--- src/rtl/pc_stack_unit.sv ---
// Program counter register with a next-PC selector and a circular return-address
// stack for call/return. Owns the PC register and drives the fetch address.
module pc_stack_unit #(
    parameter int WIDTH       = 16,
    parameter int JIMM_W      = 12,
    parameter int INC         = 2,
    parameter int STACK_DEPTH = 8,
    parameter int RESET_PC    = 0
) (
    input  logic                           CLK,
    input  logic                           Reset_n,
    input  logic                           PCWrite,
    input  logic [2:0]                     s,
    input  logic [WIDTH-1:0]               ALUPC,
    input  logic [JIMM_W-1:0]              JumpImm,
    input  logic                           ClearFlags,
    output logic [WIDTH-1:0]               PC,
    output logic [WIDTH-1:0]               PCNext,
    output logic [$clog2(STACK_DEPTH):0]   Depth,
    output logic                           Empty,
    output logic                           Full,
    output logic                           Overflow,
    output logic                           Underflow
);
    localparam int PW = $clog2(STACK_DEPTH);
    localparam int DW = PW + 1;
    localparam logic [DW-1:0] DEPTH_MAX = DW'(STACK_DEPTH);

    localparam logic [2:0] S_ALU  = 3'd0;
    localparam logic [2:0] S_JMP  = 3'd1;
    localparam logic [2:0] S_CALL = 3'd3;
    localparam logic [2:0] S_RET  = 3'd4;

    logic [WIDTH-1:0] pc_q, pc_d;
    logic [WIDTH-1:0] pc_inc, jmp_tgt, tos;
    logic [WIDTH-1:0] stack_q [STACK_DEPTH];
    logic [PW-1:0]    top_q, top_d;
    logic [DW-1:0]    depth_q, depth_d;
    logic             ovf_q, ovf_d, unf_q, unf_d;
    logic             empty, full, push;

    assign pc_inc  = pc_q + WIDTH'(INC);
    assign jmp_tgt = {pc_inc[WIDTH-1:JIMM_W+1], JumpImm, 1'b0};
    assign tos     = stack_q[top_q];
    assign empty   = (depth_q == '0);
    assign full    = (depth_q == DEPTH_MAX);
    assign push    = PCWrite && (s == S_CALL);

    always_comb begin
        PCNext = pc_inc;
        case (s)
            S_ALU:         PCNext = ALUPC;
            S_JMP, S_CALL: PCNext = jmp_tgt;
            S_RET:         PCNext = empty ? pc_inc : tos;
            default:       PCNext = pc_inc;
        endcase
    end

    always_comb begin
        pc_d    = pc_q;
        top_d   = top_q;
        depth_d = depth_q;
        ovf_d   = ClearFlags ? 1'b0 : ovf_q;
        unf_d   = ClearFlags ? 1'b0 : unf_q;
        if (PCWrite) begin
            pc_d = PCNext;
            if (s == S_CALL) begin
                // A full stack wraps onto its oldest entry; depth saturates.
                top_d = top_q + PW'(1);
                if (full) ovf_d = 1'b1;
                else      depth_d = depth_q + DW'(1);
            end else if (s == S_RET) begin
                if (empty) begin
                    unf_d = 1'b1;
                end else begin
                    top_d   = top_q - PW'(1);
                    depth_d = depth_q - DW'(1);
                end
            end
        end
    end

    always_ff @(posedge CLK or negedge Reset_n) begin
        if (!Reset_n) begin
            pc_q    <= WIDTH'(RESET_PC);
            top_q   <= '0;
            depth_q <= '0;
            ovf_q   <= 1'b0;
            unf_q   <= 1'b0;
        end else begin
            pc_q    <= pc_d;
            top_q   <= top_d;
            depth_q <= depth_d;
            ovf_q   <= ovf_d;
            unf_q   <= unf_d;
        end
    end

    // Entries are only meaningful below depth_q, so the array needs no reset.
    always_ff @(posedge CLK) begin
        if (push) stack_q[top_d] <= pc_inc;
    end

    assign PC        = pc_q;
    assign Depth     = depth_q;
    assign Empty     = empty;
    assign Full      = full;
    assign Overflow  = ovf_q;
    assign Underflow = unf_q;
endmodule

--- config.mk ---
export PLATFORM = sky130hd
export DESIGN_NAME = pc_stack_unit
export DESIGN_NICKNAME = d
export VERILOG_FILES = /design/src/rtl/pc_stack_unit.sv
export SDC_FILE = /design/constraint.sdc
export NUM_CORES = 1
export LEC_CHECK = 0
export ABC_CLOCK_PERIOD_IN_PS = 4950
export CORE_MARGIN = 2
export CORE_UTILIZATION = 25
export DETAILED_ROUTE_END_ITERATION = 8
export PLACE_DENSITY = 0.51
export SETUP_SLACK_MARGIN = 0.15
export SLEW_MARGIN = 20
export SYNTH_ARGS = -nofsm -noshare
export SYNTH_HDL_FRONTEND = slang
export SYNTH_SLANG_ARGS = --single-unit
--- constraint.sdc ---
create_clock -name CLK -period 4.95 [get_ports CLK]
set_input_delay 0.7425 -clock CLK [delete_from_list [all_inputs] [get_ports CLK]]
set_output_delay 0.7425 -clock CLK [all_outputs]
set_load 0.02 [all_outputs]
# Yosys cells after proc, flatten, opt, wreduce, memory -nomap -nowiden
# Memory sizes are Yosys's and may differ from the RTL's.
# Index checks and enable logic that the tools add are counted.
word_totals:
  regBits: 25
  latchBits: 0
  ramBits: 128
  mem_bits_ro: 0
  wordCells: 44
  mem_count: 1
mem_list:
  columns: ["name", "depth", "width", "read_ports", "rd_clocked_by_memory_dff", "wr", "line", "text"]
  rows:
  - ["stack_q", 8, 16, 1, 0, 1, "36", "logic [WIDTH-1:0] stack_q [STACK_DEPTH];"]
op_classes:
  n_addsub: 5
  multipliers: 0
  div: 0
  order_cmp: 0
  eq_ne: 6
  n_shift: 0
  mux: 21
  bitwise_logic: 0
  n_reduce_logical: 6
op_table:
  columns: ["operator", "count"]
  rows:
  - ["case mux 16 bit (3 select lines)", 1]
  - ["adder 16 x 2 -> 16 bit (second input constant)", 1]
  - ["two-way mux 16 bit", 1]
  - ["two-way mux 4 bit", 4]
  - ["two-way mux 3 bit", 4]
  - ["two-way mux 1 bit", 11]
  - ["adder 4 x 1 -> 4 bit (second input constant)", 1]
  - ["== test 4 bit (second input constant)", 1]
  - ["logical NOT 4 bit", 1]
  - ["AND reduction 4 bit", 1]
  - ["subtractor 4 x 1 -> 4 bit (second input constant)", 1]
  - ["adder 3 x 1 -> 3 bit (second input constant)", 1]
  - ["== test 3 x 1 -> 1 bit (second input constant)", 1]
  - ["== test 3 x 2 -> 1 bit (second input constant)", 1]
  - ["== test 3 bit (second input constant)", 1]
  - ["logical NOT 3 bit", 1]
  - ["subtractor 3 x 1 -> 3 bit (second input constant)", 1]
  - ["!= test 2 x 1 -> 1 bit (second input constant)", 1]
  - ["!= test 2 bit (second input constant)", 1]
  - ["nonzero test 2 bit", 1]
  - ["OR reduction 2 bit", 1]
  - ["logical AND 1 bit", 1]

# Logic depth before layout (Yosys ltp)
depth:
  ltp_word: 5
  ltp_mapped: 10

# Least setup slack after synthesis
# No wires, ideal clock.
synth_timing:
  path_type: "reg2reg"
  from: "reg top_q[0]"
  to: "mem stack_q[3][0], enable pin"
  setup_time_ns: 0.409
  t_arrival_ns: 3.125
  slack_ns: 1.415
  stages_incl_launch_ff: 11
  path_cell_list: "dfrtp_1 -> buf_2 -> buf_4 -> buf_1 -> inv_1 -> ha_1 -> a32oi_1 -> nor2_1 -> xnor2_1 -> inv_1 -> nor3_1"
synth_between:
  elab_chain_len: 5
  elab_cells_between_ends: 6
  classes_between: "add/sub (2); mux (4)"
synth_rtl:
  columns: ["element", "line", "text"]
  rows:
  - ["start: declaration", "37", "logic [PW-1:0] top_q, top_d;"]
  - ["start signal: assignment", "92", "top_q <= top_d;"]
  - ["subtractor 3 x 1 -> 3 bit", "76", "top_d = top_q - PW'(1);"]
  - ["two-way mux 3 bit", "73", "if (empty) begin"]
  - ["two-way mux 3 bit", "72", "end else if (s == S_RET) begin"]
  - ["two-way mux 3 bit *", "67", "if (s == S_CALL) begin"]
  - ["two-way mux 3 bit *", "65", "if (PCWrite) begin"]
  - ["named net top_d[2]", "37", null]
  - ["end: declaration", "36", null]
# The timed path passes the listed nets; every way through them passes the cells marked *.

# Worst setup path after layout
layout_timing:
  from: "in s[0]"
  to: "out PCNext[12]"
layout_between:
  elab_chain_len: 3
  elab_cells_between_ends: 6
  classes_between: "eq/ne (3); mux (1); reduce/logical (2)"
layout_rtl:
  columns: ["element", "line", "text"]
  rows:
  - ["start: declaration", "13", "input logic [2:0] s,"]
  - ["== test 3 x 2 -> 1 bit / == test 3 x 1 -> 1 bit (equally long branches)", "51", "case (s)"]
  - ["OR reduction 2 bit", "51", null]
  - ["case mux 16 bit (3 select lines) *", "51", null]
  - ["end: declaration", "18", "output logic [WIDTH-1:0] PCNext,"]
# Mark *: on every way between the ends. The rest lies on a longest branch, timed or not.

==> results.sh <==
export IMPL_fin_crit_sh_pct=88.42
export IMPL_setup_viol=0
export IMPL_die_w_um=168.8
export IMPL_crit_buf_inv=2
export IMPL_fin_crit_ns=4.377
export IMPL_clock_sinks=153
export IMPL_cts_hold_buf=0
export IMPL_synth_top_area_share_pct=56.63
export IMPL_core_sq_um=26800
export IMPL_dr_pass1_iters=7
export IMPL_cp_data_arrival_time_ns=3.63
export IMPL_synth_area_sq_um=6788
export IMPL_crit_family="buffers and inverters"
export IMPL_layout_drive_gt1_share_pct=15.61
export IMPL_route_vias_total=4414
export IMPL_slew_violations=0
export IMPL_end_kind="output pin"
export IMPL_post_cts_buffers=0
export IMPL_slowest_delay_ns=0.66
export IMPL_ys_ff_latch=153
export IMPL_slew_limit_headroom_pct=36.48
export IMPL_nets=598
export IMPL_path_common_cell="clkdlybuf4s50_1"
export IMPL_wl_per_cell_um=21.35
export IMPL_cts_root_buf="clkbuf_16"
export IMPL_startpoint_type="primary input"
export IMPL_post_cts_resized=0
export IMPL_hold_path_class="register to register"
export IMPL_synth_area_leaders="edfxtp_1, dfrtp_1, mux4_2"
export IMPL_numCtsBuffers=17
export IMPL_place_congestion=0.8131
export IMPL_synth_avg_cell_area_sq_um=14.60
export IMPL_finalPower_w=0.004602
export IMPL_ys_seq_area_share_pct=65.84
export IMPL_vdd_drop_max_mv=0.2525
export IMPL_worst_pin_slew_ns=0.9529
export IMPL_hold_viol=0
export IMPL_syn_nets=506
export IMPL_drtIter0Drc=351
export IMPL_rows=60
export IMPL_die_y_um=168.8
export IMPL_skew_ns=0.01025
export IMPL_critPathSlowestCell="clkdlybuf4s50_1"
export IMPL_grt_pass1_vias=4554
export IMPL_ios=75
export IMPL_dieArea_sq_um=28490
export IMPL_vias_per_cell=4.845
export IMPL_insertedDiodeCount=0
export IMPL_grtUsageTotal_pct=14.21
export IMPL_register_area_sq_um=4471
export IMPL_grt_pass1_wl_mm=29.26
export IMPL_cts_tree="done"
export IMPL_grt_overflow_total=0
export IMPL_path_cells="clkdlybuf4s50_1, nor3b_2, nand2_1, a2111oi_0, a21oi_1, o21ai_0, clkdlybuf4s50_1"
export IMPL_clock_fmax_mhz=228.5
export IMPL_crit_type="primary input to output pin"
export IMPL_fillers=2602
export IMPL_synth_edf_count=128
export IMPL_drcViolationCount=0
export IMPL_fin_tns_setup_ns=0
export IMPL_yosysWarnings=0
export IMPL_critPathMaxFanout=10
export IMPL_critPathRequiredTime_ns=4.21
export IMPL_portBuffers=74
export IMPL_maxCapViolations=0
export IMPL_syn_inst=465
export IMPL_htreeDepth=4
export IMPL_start_util_pct=25.33
export IMPL_p_leak_nw=3.033
export IMPL_ys_dominant_reg_cell="edfxtp_1"
export IMPL_rsz0062_at_grt="no"
export IMPL_multi_input_area_sq_um=2155
export IMPL_grt_max_degree=33
export IMPL_clockBufferDepth=2
export IMPL_wirelength_mm=19.45
export IMPL_area_growth_syn_to_layout_pct=27.12
export IMPL_p_per_area_nw_per_um2=533.4
export IMPL_synth_cell_types=53
export IMPL_clk_latency_ns=0.44
export IMPL_outcome="finished clean"
export IMPL_ant_nets=0
export IMPL_synth_largest_area_cell="edfxtp_1"
export IMPL_path_clk_slew_ns=0.06
export IMPL_synth_async_reset_ratio_pct=16.34
export IMPL_place_hpwl_mm=13.61
export IMPL_antenna_found_initial=0
[where the power goes]
| group | leakage (nW) | internal, W | total, W | switching, W |
|---|---|---|---|---|
| logic | 1.29 | 0.000649 | 0.00145 | 0.000800 |
| clock network | 0.286 | 0.000765 | 0.00131 | 0.000547 |
| registers | 1.46 | 0.00162 | 0.00184 | 0.000218 |
| total | 3.03 | 0.00304 | 0.00460 | 0.00156 |
[synthesized netlist by cell type, drive strengths merged (3+ instances only)]
master   instances
o21ai           10
xnor2           11
mux4            15
a2111oi          4
and3             6
inv             13
edfxtp         128
a22o             4
mux2i           32
dfrtp           25
a21oi           10
nor2            24
mux2             7
xor2             8
o211ai           3
nor3             6
a31oi            4
a211oi           4
buf             14
nor2b            7
nand3           19
a22oi           25
nand2           27
ha               5
clkbuf          12
nand4            3
nor4             4
or2              4
[flip-flops by register name (all words and copies together), names as in the netlist]
signal     count
top_q          3
Depth          4
stack_q      128
Underflow      1
PC            16
Overflow       1
[kinds of logic (layout without fill, tap and decap cells)]
logic type / count (synthesis) / after routing / share of synthesized area (%)
flip-flops: 153 / 153 / 65.84
buffers and inverters: 39 / 144 / 2.562
XOR/XNOR: 19 / 19 / 2.452
AND/OR/NAND/NOR: 111 / 111 / 8.203
AO/OA/AOI/OAI: 83 / 83 / 8.866
multiplexers: 54 / 54 / 10.86
adder cells (fa/ha/maj): 6 / 6 / 1.217
[stage by stage]
step                hold slack [ns]  instances  instance area (sq um)  utilization (%)  setup slack [ns]
finish                       0.4947        911                   8628            32.19            0.5730
global route                 0.5128        911                   8628            32.19            0.3974
CTS                          0.4983        911                   8628            32.19            0.6554
detailed placement           0.4843        879                   8029            29.96            0.6719
global placement             0.4850        879                   8029            29.96            0.7490
floorplan                    0.4469        465                   6788                -             1.415
[cells in the final DEF (no fill, tap or decap), types with 5 or more instances in the layout]
master	instances
mux2i_1	32
a21oi_1	10
nand3_1	19
mux4_2	15
xnor2_1	11
inv_1	13
nor2_1	24
clkdlybuf4s50_1	74
ha_1	5
mux2_2	7
xor2_1	8
a22oi_1	25
o21ai_0	10
clkbuf_16	17
and3_1	6
buf_4	25
dfrtp_1	24
nand2_1	27
edfxtp_1	128
nor2b_1	7
[final cells by class]
class                           count  area share (%)
Timing Repair Buffer               99           10.76
Clock inverter                     14           1.856
Tap cell                          341           4.945
Multi-Input combinational cell    273           24.97
Sequential cell                   153           51.81
Clock buffer                       18           5.090
Inverter                           13          0.5655
[worst paths after layout]
check / startpoint / end / slack (ns) / depth (start not counted)
max: s[0] / PCNext[12] / 0.57 / 7
min: Overflow$_DFF_PN0_ / Overflow$_DFF_PN0_ / 0.49 / 1
max reg2reg: top_q[0]$_DFF_PN0_ / stack_q[2][4]$_DFFE_PP_ / 1.38 / 8
min reg2reg: Overflow$_DFF_PN0_ / Overflow$_DFF_PN0_ / 0.49 / 1
max in group asynchronous: Reset_n / top_q[0]$_DFF_PN0_ / 3.87 / 2
min in group asynchronous: Reset_n / Overflow$_DFF_PN0_ / 0.72 / 2
[routing by layer]
metal / up-vias / share of wire, % / GRT usage, %
li1: 2000 / - / -
met1: 2243 / 42 / 17.94
met2: 143 / 51 / 24.07
met3: 28 / 5.2 / 2.946
met4: 0 / 2.0 / 5.322
met5: - / 0 / 0
(Power assumes the default switching activity.)
